==> src/rtl/ex_pkg.sv <==
// Shared encodings for the execute stage: opcodes, funct3 codes, byte-lane
// masks and the FSM state type.
package ex_pkg;

  localparam logic [6:0] OPC_LUI    = 7'b0110111;
  localparam logic [6:0] OPC_AUIPC  = 7'b0010111;
  localparam logic [6:0] OPC_JAL    = 7'b1101111;
  localparam logic [6:0] OPC_JALR   = 7'b1100111;
  localparam logic [6:0] OPC_BRANCH = 7'b1100011;
  localparam logic [6:0] OPC_LOAD   = 7'b0000011;
  localparam logic [6:0] OPC_STORE  = 7'b0100011;
  localparam logic [6:0] OPC_OP_IMM = 7'b0010011;
  localparam logic [6:0] OPC_OP     = 7'b0110011;
  localparam logic [6:0] OPC_FENCE  = 7'b0001111;
  localparam logic [6:0] OPC_SYSTEM = 7'b1110011;

  localparam logic [2:0] F3_BEQ  = 3'b000;
  localparam logic [2:0] F3_BNE  = 3'b001;
  localparam logic [2:0] F3_BLT  = 3'b100;
  localparam logic [2:0] F3_BGE  = 3'b101;
  localparam logic [2:0] F3_BLTU = 3'b110;
  localparam logic [2:0] F3_BGEU = 3'b111;

  localparam logic [2:0] F3_LB  = 3'b000;
  localparam logic [2:0] F3_LH  = 3'b001;
  localparam logic [2:0] F3_LW  = 3'b010;
  localparam logic [2:0] F3_LBU = 3'b100;
  localparam logic [2:0] F3_LHU = 3'b101;

  localparam logic [3:0] MEM_SEL_B = 4'b0001;
  localparam logic [3:0] MEM_SEL_H = 4'b0011;
  localparam logic [3:0] MEM_SEL_W = 4'b1111;

  typedef enum logic {
    EX_IDLE     = 1'b0,
    EX_MEM_WAIT = 1'b1
  } ex_state_t;

endpackage

==> src/rtl/ex_lsu.sv <==
// Combinational load/store datapath: effective address, lane select, store
// replication, misalign detection and extraction of returned load data.
module ex_lsu
  import ex_pkg::*;
(
  input  logic [2:0]  funct3,
  input  logic [31:0] op1,
  input  logic [31:0] op2,
  input  logic [31:0] store_data,
  input  logic [2:0]  load_funct3,
  input  logic [1:0]  load_offset,
  input  logic [31:0] load_rdata,
  output logic [31:0] addr,
  output logic [31:0] word_addr,
  output logic [3:0]  sel,
  output logic [31:0] wdata,
  output logic        misalign,
  output logic [31:0] load_data
);

  logic [7:0]  load_byte;
  logic [15:0] load_half;

  always_comb begin
    addr      = op1 + op2;
    word_addr = {addr[31:2], 2'b00};
    sel       = MEM_SEL_W;
    wdata     = store_data;
    misalign  = 1'b0;
    case (funct3[1:0])
      2'b00: begin
        sel   = MEM_SEL_B << addr[1:0];
        wdata = {4{store_data[7:0]}};
      end
      2'b01: begin
        sel      = MEM_SEL_H << addr[1:0];
        wdata    = {2{store_data[15:0]}};
        misalign = addr[0];
      end
      default: misalign = (addr[1:0] != 2'b00);
    endcase
  end

  // Load data comes from the registered request, not the current bundle.
  always_comb begin
    case (load_offset)
      2'd0:    load_byte = load_rdata[7:0];
      2'd1:    load_byte = load_rdata[15:8];
      2'd2:    load_byte = load_rdata[23:16];
      default: load_byte = load_rdata[31:24];
    endcase
    load_half = load_offset[1] ? load_rdata[31:16] : load_rdata[15:0];
    case (load_funct3)
      F3_LB:   load_data = {{24{load_byte[7]}}, load_byte};
      F3_LH:   load_data = {{16{load_half[15]}}, load_half};
      F3_LBU:  load_data = {24'd0, load_byte};
      F3_LHU:  load_data = {16'd0, load_half};
      default: load_data = load_rdata;
    endcase
  end

endmodule

==> src/rtl/ex.sv <==
// RV32I execute stage: ALU, CSR, branch/jump resolution and a two-state FSM
// that holds off upstream while a data-bus access is outstanding.
module ex
  import ex_pkg::*;
(
  input  logic        clk,
  input  logic        rst,
  input  logic        valid_i,
  input  logic [31:0] inst_i,
  input  logic [31:0] inst_addr_i,
  input  logic [31:0] op1_i,
  input  logic [31:0] op2_i,
  input  logic [31:0] op1_jump_i,
  input  logic [31:0] op2_jump_i,
  input  logic [31:0] reg1_rdata_i,
  input  logic [31:0] reg2_rdata_i,
  input  logic        reg_we_i,
  input  logic [4:0]  reg_waddr_i,
  input  logic        csr_we_i,
  input  logic [31:0] csr_rdata_i,
  input  logic [31:0] csr_waddr_i,
  output logic        ready_o,
  output logic        jump_flag_o,
  output logic [31:0] jump_addr_o,
  output logic        mem_req_o,
  output logic        mem_we_o,
  output logic [31:0] mem_addr_o,
  output logic [31:0] mem_wdata_o,
  output logic [3:0]  mem_sel_o,
  input  logic        mem_ack_i,
  input  logic [31:0] mem_rdata_i,
  output logic        reg_we_o,
  output logic [4:0]  reg_waddr_o,
  output logic [31:0] reg_wdata_o,
  output logic        csr_we_o,
  output logic [31:0] csr_waddr_o,
  output logic [31:0] csr_wdata_o,
  output logic        misalign_o,
  output ex_state_t   fsm_state
);

  // Handshake: a bundle is consumed on a rising edge where valid_i & ready_o
  // & ~jump_flag_o; bundles seen while jump_flag_o is high are wrong-path.
  ex_state_t   state;
  logic        accept;
  logic [6:0]  opcode;
  logic [2:0]  funct3;
  logic        rd_write;
  logic [31:0] op_sum;
  logic [31:0] alu_result;
  logic        branch_taken;
  logic [31:0] jump_sum;
  logic [31:0] csr_src;
  logic [31:0] csr_next;

  logic [2:0]  ld_funct3;
  logic [1:0]  ld_offset;
  logic [4:0]  ld_rd;
  logic        ld_we;

  logic [31:0] lsu_addr;
  logic [31:0] lsu_word_addr;
  logic [3:0]  lsu_sel;
  logic [31:0] lsu_wdata;
  logic        lsu_misalign;
  logic [31:0] lsu_load_data;

  logic        unused_bits;
  assign unused_bits = ^{inst_i[31], inst_i[29:20], inst_i[11:7], inst_addr_i,
                         lsu_addr[1:0]};

  assign ready_o   = (state == EX_IDLE);
  assign fsm_state = state;
  assign accept    = valid_i & ready_o & ~jump_flag_o;
  assign opcode    = inst_i[6:0];
  assign funct3    = inst_i[14:12];
  assign rd_write  = reg_we_i & (reg_waddr_i != 5'd0);
  assign op_sum    = op1_i + op2_i;
  assign jump_sum  = op1_jump_i + op2_jump_i;

  always_comb begin
    case (funct3)
      3'b000:  alu_result = (opcode == OPC_OP && inst_i[30]) ? op1_i - op2_i : op_sum;
      3'b001:  alu_result = op1_i << op2_i[4:0];
      3'b010:  alu_result = {31'd0, $signed(op1_i) < $signed(op2_i)};
      3'b011:  alu_result = {31'd0, op1_i < op2_i};
      3'b100:  alu_result = op1_i ^ op2_i;
      3'b101:  alu_result = inst_i[30] ? $unsigned($signed(op1_i) >>> op2_i[4:0])
                                       : op1_i >> op2_i[4:0];
      3'b110:  alu_result = op1_i | op2_i;
      default: alu_result = op1_i & op2_i;
    endcase
  end

  always_comb begin
    case (funct3)
      F3_BEQ:  branch_taken = (op1_i == op2_i);
      F3_BNE:  branch_taken = (op1_i != op2_i);
      F3_BLT:  branch_taken = ($signed(op1_i) < $signed(op2_i));
      F3_BGE:  branch_taken = ($signed(op1_i) >= $signed(op2_i));
      F3_BLTU: branch_taken = (op1_i < op2_i);
      F3_BGEU: branch_taken = (op1_i >= op2_i);
      default: branch_taken = 1'b0;
    endcase
  end

  // funct3[2] selects the zimm forms; funct3[1:0] picks RW / RS / RC.
  always_comb begin
    csr_src = funct3[2] ? {27'd0, inst_i[19:15]} : reg1_rdata_i;
    case (funct3[1:0])
      2'b01:   csr_next = csr_src;
      2'b10:   csr_next = csr_rdata_i | csr_src;
      2'b11:   csr_next = csr_rdata_i & ~csr_src;
      default: csr_next = csr_rdata_i;
    endcase
  end

  ex_lsu u_lsu (
    .funct3      (funct3),
    .op1         (op1_i),
    .op2         (op2_i),
    .store_data  (reg2_rdata_i),
    .load_funct3 (ld_funct3),
    .load_offset (ld_offset),
    .load_rdata  (mem_rdata_i),
    .addr        (lsu_addr),
    .word_addr   (lsu_word_addr),
    .sel         (lsu_sel),
    .wdata       (lsu_wdata),
    .misalign    (lsu_misalign),
    .load_data   (lsu_load_data)
  );

  always_ff @(posedge clk or posedge rst) begin
    if (rst) begin
      state       <= EX_IDLE;
      jump_flag_o <= 1'b0;
      jump_addr_o <= '0;
      mem_req_o   <= 1'b0;
      mem_we_o    <= 1'b0;
      mem_addr_o  <= '0;
      mem_wdata_o <= '0;
      mem_sel_o   <= '0;
      reg_we_o    <= 1'b0;
      reg_waddr_o <= '0;
      reg_wdata_o <= '0;
      csr_we_o    <= 1'b0;
      csr_waddr_o <= '0;
      csr_wdata_o <= '0;
      misalign_o  <= 1'b0;
      ld_funct3   <= '0;
      ld_offset   <= '0;
      ld_rd       <= '0;
      ld_we       <= 1'b0;
    end else begin
      reg_we_o    <= 1'b0;
      csr_we_o    <= 1'b0;
      jump_flag_o <= 1'b0;
      misalign_o  <= 1'b0;
      case (state)
        EX_IDLE: begin
          if (accept) begin
            case (opcode)
              OPC_LUI, OPC_AUIPC: begin
                reg_we_o    <= rd_write;
                reg_waddr_o <= reg_waddr_i;
                reg_wdata_o <= op_sum;
              end
              OPC_OP_IMM, OPC_OP: begin
                reg_we_o    <= rd_write;
                reg_waddr_o <= reg_waddr_i;
                reg_wdata_o <= alu_result;
              end
              OPC_BRANCH: begin
                if (branch_taken) begin
                  jump_flag_o <= 1'b1;
                  jump_addr_o <= jump_sum;
                end
              end
              OPC_JAL, OPC_JALR: begin
                reg_we_o    <= rd_write;
                reg_waddr_o <= reg_waddr_i;
                reg_wdata_o <= op_sum;
                jump_flag_o <= 1'b1;
                jump_addr_o <= (opcode == OPC_JALR) ? {jump_sum[31:1], 1'b0} : jump_sum;
              end
              OPC_SYSTEM: begin
                if (funct3 != 3'b000) begin
                  reg_we_o    <= rd_write;
                  reg_waddr_o <= reg_waddr_i;
                  reg_wdata_o <= csr_rdata_i;
                  csr_we_o    <= csr_we_i;
                  csr_waddr_o <= csr_waddr_i;
                  csr_wdata_o <= csr_next;
                end
              end
              OPC_LOAD, OPC_STORE: begin
                if (lsu_misalign) begin
                  misalign_o <= 1'b1;
                end else begin
                  mem_req_o   <= 1'b1;
                  mem_we_o    <= (opcode == OPC_STORE);
                  mem_addr_o  <= lsu_word_addr;
                  mem_sel_o   <= lsu_sel;
                  mem_wdata_o <= lsu_wdata;
                  ld_funct3   <= funct3;
                  ld_offset   <= lsu_addr[1:0];
                  ld_rd       <= reg_waddr_i;
                  ld_we       <= (opcode == OPC_LOAD) & rd_write;
                  state       <= EX_MEM_WAIT;
                end
              end
              default: ;
            endcase
          end
        end
        EX_MEM_WAIT: begin
          if (mem_ack_i) begin
            mem_req_o <= 1'b0;
            mem_we_o  <= 1'b0;
            state     <= EX_IDLE;
            if (ld_we) begin
              reg_we_o    <= 1'b1;
              reg_waddr_o <= ld_rd;
              reg_wdata_o <= lsu_load_data;
            end
          end
        end
        default: state <= EX_IDLE;
      endcase
    end
  end

endmodule

==> config.mk <==
export PLATFORM = sky130hd
export DESIGN_NAME = ex
export DESIGN_NICKNAME = d
export VERILOG_FILES = /design/src/rtl/ex_pkg.sv /design/src/rtl/ex_lsu.sv /design/src/rtl/ex.sv
export SDC_FILE = /design/constraint.sdc
export NUM_CORES = 1
export LEC_CHECK = 0
export ABC_AREA = 0
export CAP_MARGIN = 10
export CELL_PAD_IN_SITES_DETAIL_PLACEMENT = 1
export CELL_PAD_IN_SITES_GLOBAL_PLACEMENT = 2
export CORE_UTILIZATION = 29
export CTS_BUF_LIST = sky130_fd_sc_hd__clkbuf_4
export DETAILED_ROUTE_END_ITERATION = 16
export GPL_ROUTABILITY_DRIVEN = 0
export PLACE_DENSITY_LB_ADDON = 0.1
export SETUP_SLACK_MARGIN = 0.1
export SLEW_MARGIN = 15
export SYNTH_ARGS = -nofsm -noshare
export SYNTH_HDL_FRONTEND = slang
export SYNTH_SLANG_ARGS = --single-unit
==> constraint.sdc <==
create_clock -name clk -period 9.93 [get_ports clk]
set_clock_uncertainty 0.15 [all_clocks]
set_input_delay 1.986 -clock clk [delete_from_list [all_inputs] [get_ports clk]]
set_output_delay 1.986 -clock clk [all_outputs]
set_load 0.03 [all_outputs]
== Yosys cells after proc, flatten, opt, wreduce, memory -nomap -nowiden ==
Cells that the tools add are included.
Word-level totals
  logic and storage cells: 159
  register bits after elaboration: 217
Operators by class
  add/sub/neg operators: 3
  reduce and logical (&&, ||, !) cells: 20
  shift-type cells: 5
  bitwise operators: 13
  equality and inequality tests: 36
  multiplexer cells: 59
  magnitude comparators: 4
Operators by type and width (count)
  $mux W32: 8
  $pmux W32 S7: 1
  $pmux W32 S2: 3
  $pmux W32 S3: 2
  $pmux W32 S4: 1
  $add A32 B32 Y32: 2
  $and A32 B32 Y32: 2
  $ge A32 B32 Y1: 2
  $lt A32 B32 Y1: 2
  $or A32 B32 Y32: 2
  $eq A32 B32 Y1: 1
  $ne A32 B32 Y1: 1
  $not A32 Y32: 1
  $shl A32 B5 Y32: 1
  $shr A32 B5 Y32: 1
  $sshr A32 B5 Y32: 1
  $sub A32 B32 Y32: 1
  $xor A32 B32 Y32: 1
  $eq A7 B7 Y1 const B: 4
  $mux W1: 27
  $pmux W8 S3: 1
  $eq A7 B6 Y1 const B: 3
  $mux W5: 4
  $pmux W5 S2: 2
  31 further kinds: 66

== Longest topological paths before layout ==
Gate-level depths: netlist of run 1.
  depth in word-level cells: 7
  depth in mapped cells: 17
  mapped depth without buffers: 14

== Cells and area by module ==
Synthesis of run 1 repeated with hierarchy kept, for this count alone.
Second synthesis, totals
  cell total of the unflattened synthesis: 2967
  area total of the unflattened synthesis: 23860.4 um^2
By module, submodules not included
  ex: area an instance 20722.4 um^2, cells an instance 2527, sequential area each 5480.3 um^2, times used 1
  ex_lsu: area an instance 3138.0 um^2, cells an instance 440, sequential area each 0.0 um^2, times used 1

== Worst setup path before layout of run 1 ==
No wires, ideal clock.
  path kind: in2reg
  start point: in op2_i[2]
  end point: reg reg_wdata_o[24]
  arrival time: 5728 ps
  setup slack: 3923 ps
  path buffers: 4
  data required time: 9651 ps
  cell stages on the path: 16
  cells stage by stage: clkbuf_1 inv_2 buf_1 clkbuf_1 ha_1 buf_2 a211oi_1 o211ai_1 a211oi_1 o31ai_1 a41o_1 a41o_1 and2_1 a211o_1 a31oi_1 o31ai_1
Between the ends
  longest elaborated chain between the ends: 6
RTL lines
  from (decl): line ex.sv:12  | input logic [31:0] op2_i,
  $add A32 B32 Y32 (tied with other cells): line ex.sv:78  | assign op_sum = op1_i + op2_i;
  $mux W32, on equally long branches: line ex.sv:83, ex.sv:88
  $pmux W32 S7: line ex.sv:82  | case (funct3)
  $pmux W32 S3 (*): line ex.sv:163  | case (opcode)
  $mux W32 (*): line ex.sv:162  | if (accept) begin
  $pmux W32 S2 (*): line ex.sv:160  | case (state)
  to (signal assigned): line ex.sv:167  | reg_wdata_o <= op_sum;
  to (signal assigned): line ex.sv:172  | reg_wdata_o <= alu_result;
  to (signal assigned): line ex.sv:183  | reg_wdata_o <= op_sum;
  to (decl): line ex.sv:34  | output logic [31:0] reg_wdata_o,
Mark *: on every way between the ends. The rest lies on a longest branch, timed or not. The select of a mux whose other input is x is not followed.
A chain may end at the register's enable or synchronous reset.

== Worst setup path after layout of run 1 ==
  start point: in op2_i[4]
  end point: reg jump_addr_o[8]
Between the ends
  longest elaborated chain between the ends: 4
RTL lines
  $ge A32 B32 Y1 (tied with other cells): line ex.sv:102  | F3_BGEU: branch_taken = (op1_i >= op2_i);
  $pmux W1 S6 (*): line ex.sv:96  | case (funct3)
  $ne A2 B2 Y1 (no source line) (*)
  $reduce_and A4 Y1 (no source line) (*)
  to (signal assigned): line ex.sv:177  | jump_addr_o <= jump_sum;
  to (signal assigned): line ex.sv:185  | jump_addr_o <= (opcode == OPC_JALR) ? {jump_sum[31:1], 1'b0} : jump_sum;
  to (decl): line ex.sv:24  | output logic [31:0] jump_addr_o,
Mark *: on every way between the ends. The rest lies on a longest branch, timed or not.

==> results of run 1 <==
-- sequential cells by signal (all words and copies together), names as in the netlist --
| name | cells |
|---|---|
| ld_funct3 | 3 |
| reg_waddr_o | 5 |
| reg_wdata_o | 32 |
| fsm_state | 1 |
| mem_wdata_o | 32 |
| csr_wdata_o | 32 |
| ld_we | 1 |
| mem_req_o | 1 |
| ld_rd | 5 |
| jump_addr_o | 32 |
| mem_addr_o | 30 |
| ld_offset | 2 |
| csr_we_o | 1 |
| mem_we_o | 1 |
| csr_waddr_o | 32 |
| jump_flag_o | 1 |
| misalign_o | 1 |
| reg_we_o | 1 |
| mem_sel_o | 4 |
-- synthesized netlist by cell type (all sizes together), types with 5 or more instances --
| library cell | instances | area (um^2) |
|---|---|---|
| xor2 | 11 | 96.34 |
| a221oi | 31 | 277.8 |
| nor2 | 227 | 852.1 |
| inv | 121 | 454.2 |
| and3 | 8 | 50.05 |
| a211o | 10 | 87.58 |
| nand2 | 297 | 1117 |
| o21bai | 23 | 183.9 |
| o31a | 6 | 52.55 |
| nand3 | 23 | 115.1 |
| nand4 | 10 | 62.56 |
| mux2i | 104 | 1041 |
| nand2b | 22 | 137.6 |
| a211oi | 44 | 330.3 |
| nor3 | 50 | 250.2 |
| o22ai | 23 | 143.9 |
| or3 | 12 | 80.08 |
| nor4 | 14 | 87.58 |
| ha | 128 | 1602 |
| a221o | 33 | 330.3 |
| o21ai | 234 | 1171 |
| clkbuf | 131 | 491.7 |
| a21oi | 251 | 1256 |
| a22oi | 9 | 67.56 |
| o221ai | 19 | 166.4 |
| nor2b | 46 | 287.8 |
| a31o | 6 | 52.55 |
| mux2 | 73 | 859.6 |
| buf | 54 | 271.5 |
| dfrtp | 217 | 5430 |
| o211ai | 31 | 232.7 |
| and2 | 15 | 93.84 |
| o31ai | 13 | 97.59 |
| xnor2 | 68 | 595.6 |
| mux4 | 61 | 1374 |
| o21a | 9 | 67.56 |
| a31oi | 34 | 212.7 |
| o311ai | 5 | 43.79 |
| a21o | 52 | 390.4 |
-- power by group --
part           leakage, nW  switching (W)  internal (W)
combinational         8.71        0.00100      0.000662
clock                0.548       0.000447      0.000557
sequential            2.89      0.0000772       0.00100
total                 12.1        0.00153       0.00222
-- critical path, cell delays in order --
cell and delay (ps):
clkdlybuf4s50_1 450, buf_4 420, inv_1 80, buf_4 250
ha_1 480, nor2_1 100, a221oi_2 440, nand2_2 160
a211oi_1 490, or2_4 280, a21boi_4 90, o41ai_1 350
a21boi_0 220, a41oi_4 190, buf_4 470, mux2_2 400
-- layout make-up --
cell class,count,area share
Inverter,122,0.01650
Multi-Input combinational cell,2076,0.5187
Timing Repair Buffer,570,0.1968
Clock inverter,12,0.004922
Tap cell,950,0.04213
Sequential cell,217,0.1925
Clock buffer,105,0.02794
Antenna cell,6,0.0005321
-- through the flow --
step,setup WS [ps],total power (W),util,hold slack [ps],instances
6_report,3531,0.003748,0.3920,324.8,4058
3_5_place_dp,2824,0.002748,0.3789,314.3,3935
3_3_place_gp,2898,0.002724,0.3789,308.4,3935
2_1_floorplan,1858,0.001994,-,295.4,2600
5_1_grt,3417,0.003947,0.3920,343.9,4057
4_1_cts,3691,0.003785,0.3918,329.6,4052
-- metal layers --
layer / part of all wire / up-vias / routed length, um / global-route usage
li1: - / 10448 / - / -
met2: 0.49 / 847 / 53800 / 0.4963
met4: 0.029 / 6 / 3178 / 0.08649
met5: 0.00039 / - / 43 / 0
met3: 0.061 / 132 / 6689 / 0.05035
met1: 0.42 / 11707 / 46790 / 0.3719
-- path summary, 6_finish.rpt --
kind | to | slack, ps | cells past startpoint
worst max-delay path | jump_addr_o[8] | 3530 | 16
worst min-delay path | mem_wdata_o[5] | 320 | 2
worst max register to register | mem_addr_o[27] | 6030 | 6
worst min register to register | mem_wdata_o[5] | 320 | 2
max in group asynchronous | mem_addr_o[20] | 6610 | 3
min in group asynchronous | csr_waddr_o[7] | 1580 | 2
-- cell families after synthesis --
kind of cell    count (synthesis)
compound gates                882
fa+ha+maj                     131
other cells                     1
xor+xnor                       79
flops                         217
buf+inv                       307
mux                           238
simple gates                  744
-- cells in the final DEF, fill, tap and decap left out, types with 45 or more instances in the layout --
cell and n:
nor2_1 225, nor2b_1 45, clkbuf_4 105, ha_1 128, a21oi_1 251, dfrtp_1 217, nor3_1 49, o21ai_0 232
buf_4 51, mux2i_1 104, inv_1 117, mux2_2 45, clkdlybuf4s50_1 514, xnor2_1 68, nand2_1 296, mux4_2 61
a21o_1 52
==> results.md, run 1 <==
* Post-synthesis mux area share at 0.1542
* Highest clock rate at between 0.15 and 0.2 GHz
* Vias in the first global route at between 20k and 25k
* Maxcap violations at 0
* DR WL/cell at about 27 um
* Synth Area in XOR/XNOR at 0.03258
* Antenna-violating nets left at 0
* Run status: finished clean
* Top_reg_cell synth: dfrtp_1
* Critical path launch point type: primary input
* Fin. Hold Viols at 0
* Synth Register Bits at roughly 220
* Final nets at ~3.6k
* Multi-input gate area at about 15000 um^2
* Setup crit start: op2_i[4]
* CP required at 10440 ps
* Post-synthesis adder-cell area fraction at 0.07825
* Crit Path Category: in2reg
* DR DRC count at 0
* Antenna violations before repair at 7
* R2r startpoint: fsm_state
* FFs w/ async S/R, synth at 1.000
* Core Area at between 70000 and 80000 um^2
* Crit end category: register
* Post-DP Area at between 20000 and 30000 um^2
* Post-CTS Setup Inserts at 0
* Cells after Synth at 2599
* H-tree depth at 3
* Sequential cell area at around 5400 um^2
* Drt total wl at 110500 um
* RSZ-0062 raised after global routing: false
* Die width at roughly 270 um
* Max VDD drop at approximately 0.066 mV
* Pwr Density at roughly 130 nW/um^2
* Hold Crit Class: reg2reg
* Fin crit share at 0.6444
* Clk buf depth at 3
* Total GRT Usage at 0.2905
* Rows at a little under 100
* Die area at 74310 um^2
* Initial drt markers at about 1.6k
* Sequential share of the synthesized area at 0.2557
* Slew margin rel. at 0.2509
* Simple-Gate Fraction of Synth Area at 0.1551
* First-pass GRT wire length at around 160000 um
* Initial core utilization at 0.2950
* Final min period at 6399 ps
* Pin count of the biggest net entering global routing at 102
* Max-slew violation count at 0
* Root Buffer: clkbuf_4
* DPL Wire Length at approximately 86000 um
* DR pass1 iterations at 6
* Port-buffer cells at between 500 and 600
* EDFF count, synth at 0
* P&R area growth vs syn at 32.87%
* Share of cells above drive strength 1 at 0.1028
* Gr ovfl total at 0
* Yosys warning count at 0
* Num CTS Buffers at just over 70
* Distinct cells, synth at 87
* Largest family of logic cells by synthesized area: compound AO/OA/AOI/OAI gates
* Fin area at roughly 28000 um^2
* Clock latency on the worst-skew pair at 780 ps
* Average vias per placed instance at about 5.7
* Boundary Pins at 572
* CTS tree: done
* Synthesized area at approximately 21000 um^2
* Synth Area in Compound Gates at 0.2665
* Post-CTS resize count at 0
* Leak at about 12 nW
* Fillers at about 8.5k
* Vert. Die Dim at around 270 um
* Hold_sp: mem_wdata_o[5]
* CP Max Fanout at 45
* Vias after detailed routing at approximately 23k
* Clock-pin slew on the worst setup and hold paths at approximately 60 ps
* Sum Neg Setup Slack at 0 ps
* Setup violators final at 0
* Sink Count at between 200 and 250
* WP data arrival at just under 7000 ps
* Hold Buf Count CTS at 0
* Syn_area_per_cell at approximately 8.2 um^2
* Worst-Margin Slew at about 1100 ps
Power figures use the tool's default switching activity.
==> run 2: changes to the inputs <==
- clock period: 9.93 -> 6.1 ns (I/O delays scaled with it)
==> results.md, run 2 (synthesized netlist as in run 1, its figures left out) <==
* R2r worst-path depth at 10
* Final nets at about 3.6k
* Clock latency on the worst-skew pair at 780 ps
* DR WL/cell at ~27 um
* Met3 wire length at 8003 um
* Max VDD drop at between 0.09 and 0.1 mV
* Setup crit start: op1_i[0]
* Root Buffer: clkbuf_4
* Fillers at approximately 8.5k
* Initial drt markers at approximately 1.8k
* Average vias per placed instance at roughly 5.7
* Sw Ratio at 0.4158
* Worst R2R Setup Slack at between 2000 and 3000 ps
* Seq pwr share at 0.293
* DR DRC count at 0
* Boundary Pins at between 500 and 600
* Slew margin rel. at 0.2548
* Hold Path End: ld_rd[2]
* CTS tree: done
* CP Max Fanout at 5
* Num CTS Buffers at between 60 and 70
* R2r startpoint: ld_offset[1]
* Die area at approximately 74000 um^2
* Comb power frac at 0.459
* Critical path launch point type: primary input
* Hold_sp: ld_rd[2]
* Pwr Density at roughly 210 nW/um^2
* Core Area at between 70000 and 80000 um^2
* Fin area at roughly 29000 um^2
* Int Pwr at around 0.0035 W
* Sink Count at ~220
* H-tree depth at 3
* DPL Wire Length at roughly 90000 um
* Uppermost layer routed: met5
* First-pass GRT wire length at around 160000 um
* Die width at around 270 um
* Clock-pin slew on the worst setup and hold paths at ~60 ps
* Met2 WL post-DR at around 55000 um
* Antenna-violating nets left at 0
* CP required at around 6600 ps
* Clock power share at 0.248
* P&R area growth vs syn at 34.77%
* Max-slew violation count at 0
* Fin. Hold Viols at 0
* Antenna violations before repair at 12
* Sum Neg Setup Slack at 0 ps
* Vias in the first global route at about 24k
* DR pass1 iterations at 7
* Share of cells above drive strength 1 at 0.1160
* Initial core utilization at 0.2950
* Post-DP Area at about 28000 um^2
* Fin crit share at 0.8060
* Crit Path Category: in2reg
* Clk buf depth at 3
* Maxcap violations at 0
* Most frequent cells in the layout: 515 x clkdlybuf4s50_1, 296 x nand2_1, 251 x a21oi_1, 232 x o21ai_0, 225 x nor2_1
* Hold Crit Class: reg2reg
* Total GRT Usage at 0.2947
* R2r endpoint: reg_wdata_o[31]
* Worst-Margin Slew at 1118 ps
* Sequential cell area at 5430 um^2
* Post-CTS resize count at 0
* Rows at between 90 and 100
* P_sw at roughly 0.0025 W
* RSZ-0062 raised after global routing: false
* Gr ovfl total at 0
* WP data arrival at around 5400 ps
* Multi-input gate area at 14640 um^2
* Worst Hold Depth at 2
* Hold Buf Count CTS at 0
* Post-CTS Setup Inserts at 0
* Run status: finished clean
* Pin count of the biggest net entering global routing at roughly 110
* Commonest non-fill, non-tap cell in the layout: clkdlybuf4s50_1
* Crit end category: register
* Port-buffer cells at around 520
* Drt total wl at about 110000 um
* Highest clock rate at 0.2034 GHz
* Vert. Die Dim at around 270 um
* Setup violators final at 0
* Final min period at between 4000 and 5000 ps
* Leak at around 12 nW
* Vias after detailed routing at ~23k
* Met1 Wirelength at about 47000 um
==> run 2: final cells by class <==
type | count | area share
diodes | 7 | 0.0006120
clock buffers | 92 | 0.02413
clock inverters | 17 | 0.004722
inverters | 122 | 0.01613
multi-input cells | 2076 | 0.5114
flip-flops and latches | 217 | 0.1897
well taps | 950 | 0.04153
repair buffers | 632 | 0.2118
==> run 2: critical path, cell delays in order <==
cell	delay [ps]
clkdlybuf4s50_1	510
ha_1	390
fa_1	500
a211oi_1	350
o211ai_1	250
a211oi_1	300
buf_4	180
o31ai_1	150
a41o_1	380
a41o_1	310
xnor2_1	440
a221o_1	250
o211ai_1	100
o31ai_1	80
==> run 2: power groups by stage <==
stage	combinational, W	sequential [W]	clock, W
floorplan	0.00113	0.00211	0
global placement	0.00270	0.00178	0
detailed placement	0.00273	0.00179	0
CTS	0.00275	0.00177	0.00156
global route	0.00291	0.00179	0.00164
finish	0.00276	0.00177	0.00149
==> run 2: per-layer routing <==
layer | track usage | vias up
li1 | - | 10554
met1 | 0.3734 | 11761
met2 | 0.5013 | 909
met3 | 0.05615 | 167
met4 | 0.09477 | 10
met5 | 0 | -
==> run 2: worst max path at each step <==
stage                           end
floorplan           reg_wdata_o[24]
global placement     jump_addr_o[9]
finish              reg_wdata_o[24]
detailed placement   jump_addr_o[9]
global route        reg_wdata_o[30]
CTS                 reg_wdata_o[24]
==> run 2: through the flow <==
stage / cells / util / total power (W) / worst slack [ps] / hold WS [ps]
3_3_place_gp: 3997 / 0.3859 / 0.004484 / 582.8 / 308.4
5_1_grt: 4112 / 0.3976 / 0.006339 / 1123 / 346.2
6_report: 4113 / 0.3976 / 0.006025 / 1183 / 322.6
3_5_place_dp: 3997 / 0.3859 / 0.004529 / 515.1 / 312.8
4_1_cts: 4106 / 0.3974 / 0.006077 / 1351 / 326.4
2_1_floorplan: 2600 / - / 0.003246 / 858.5 / 295.4
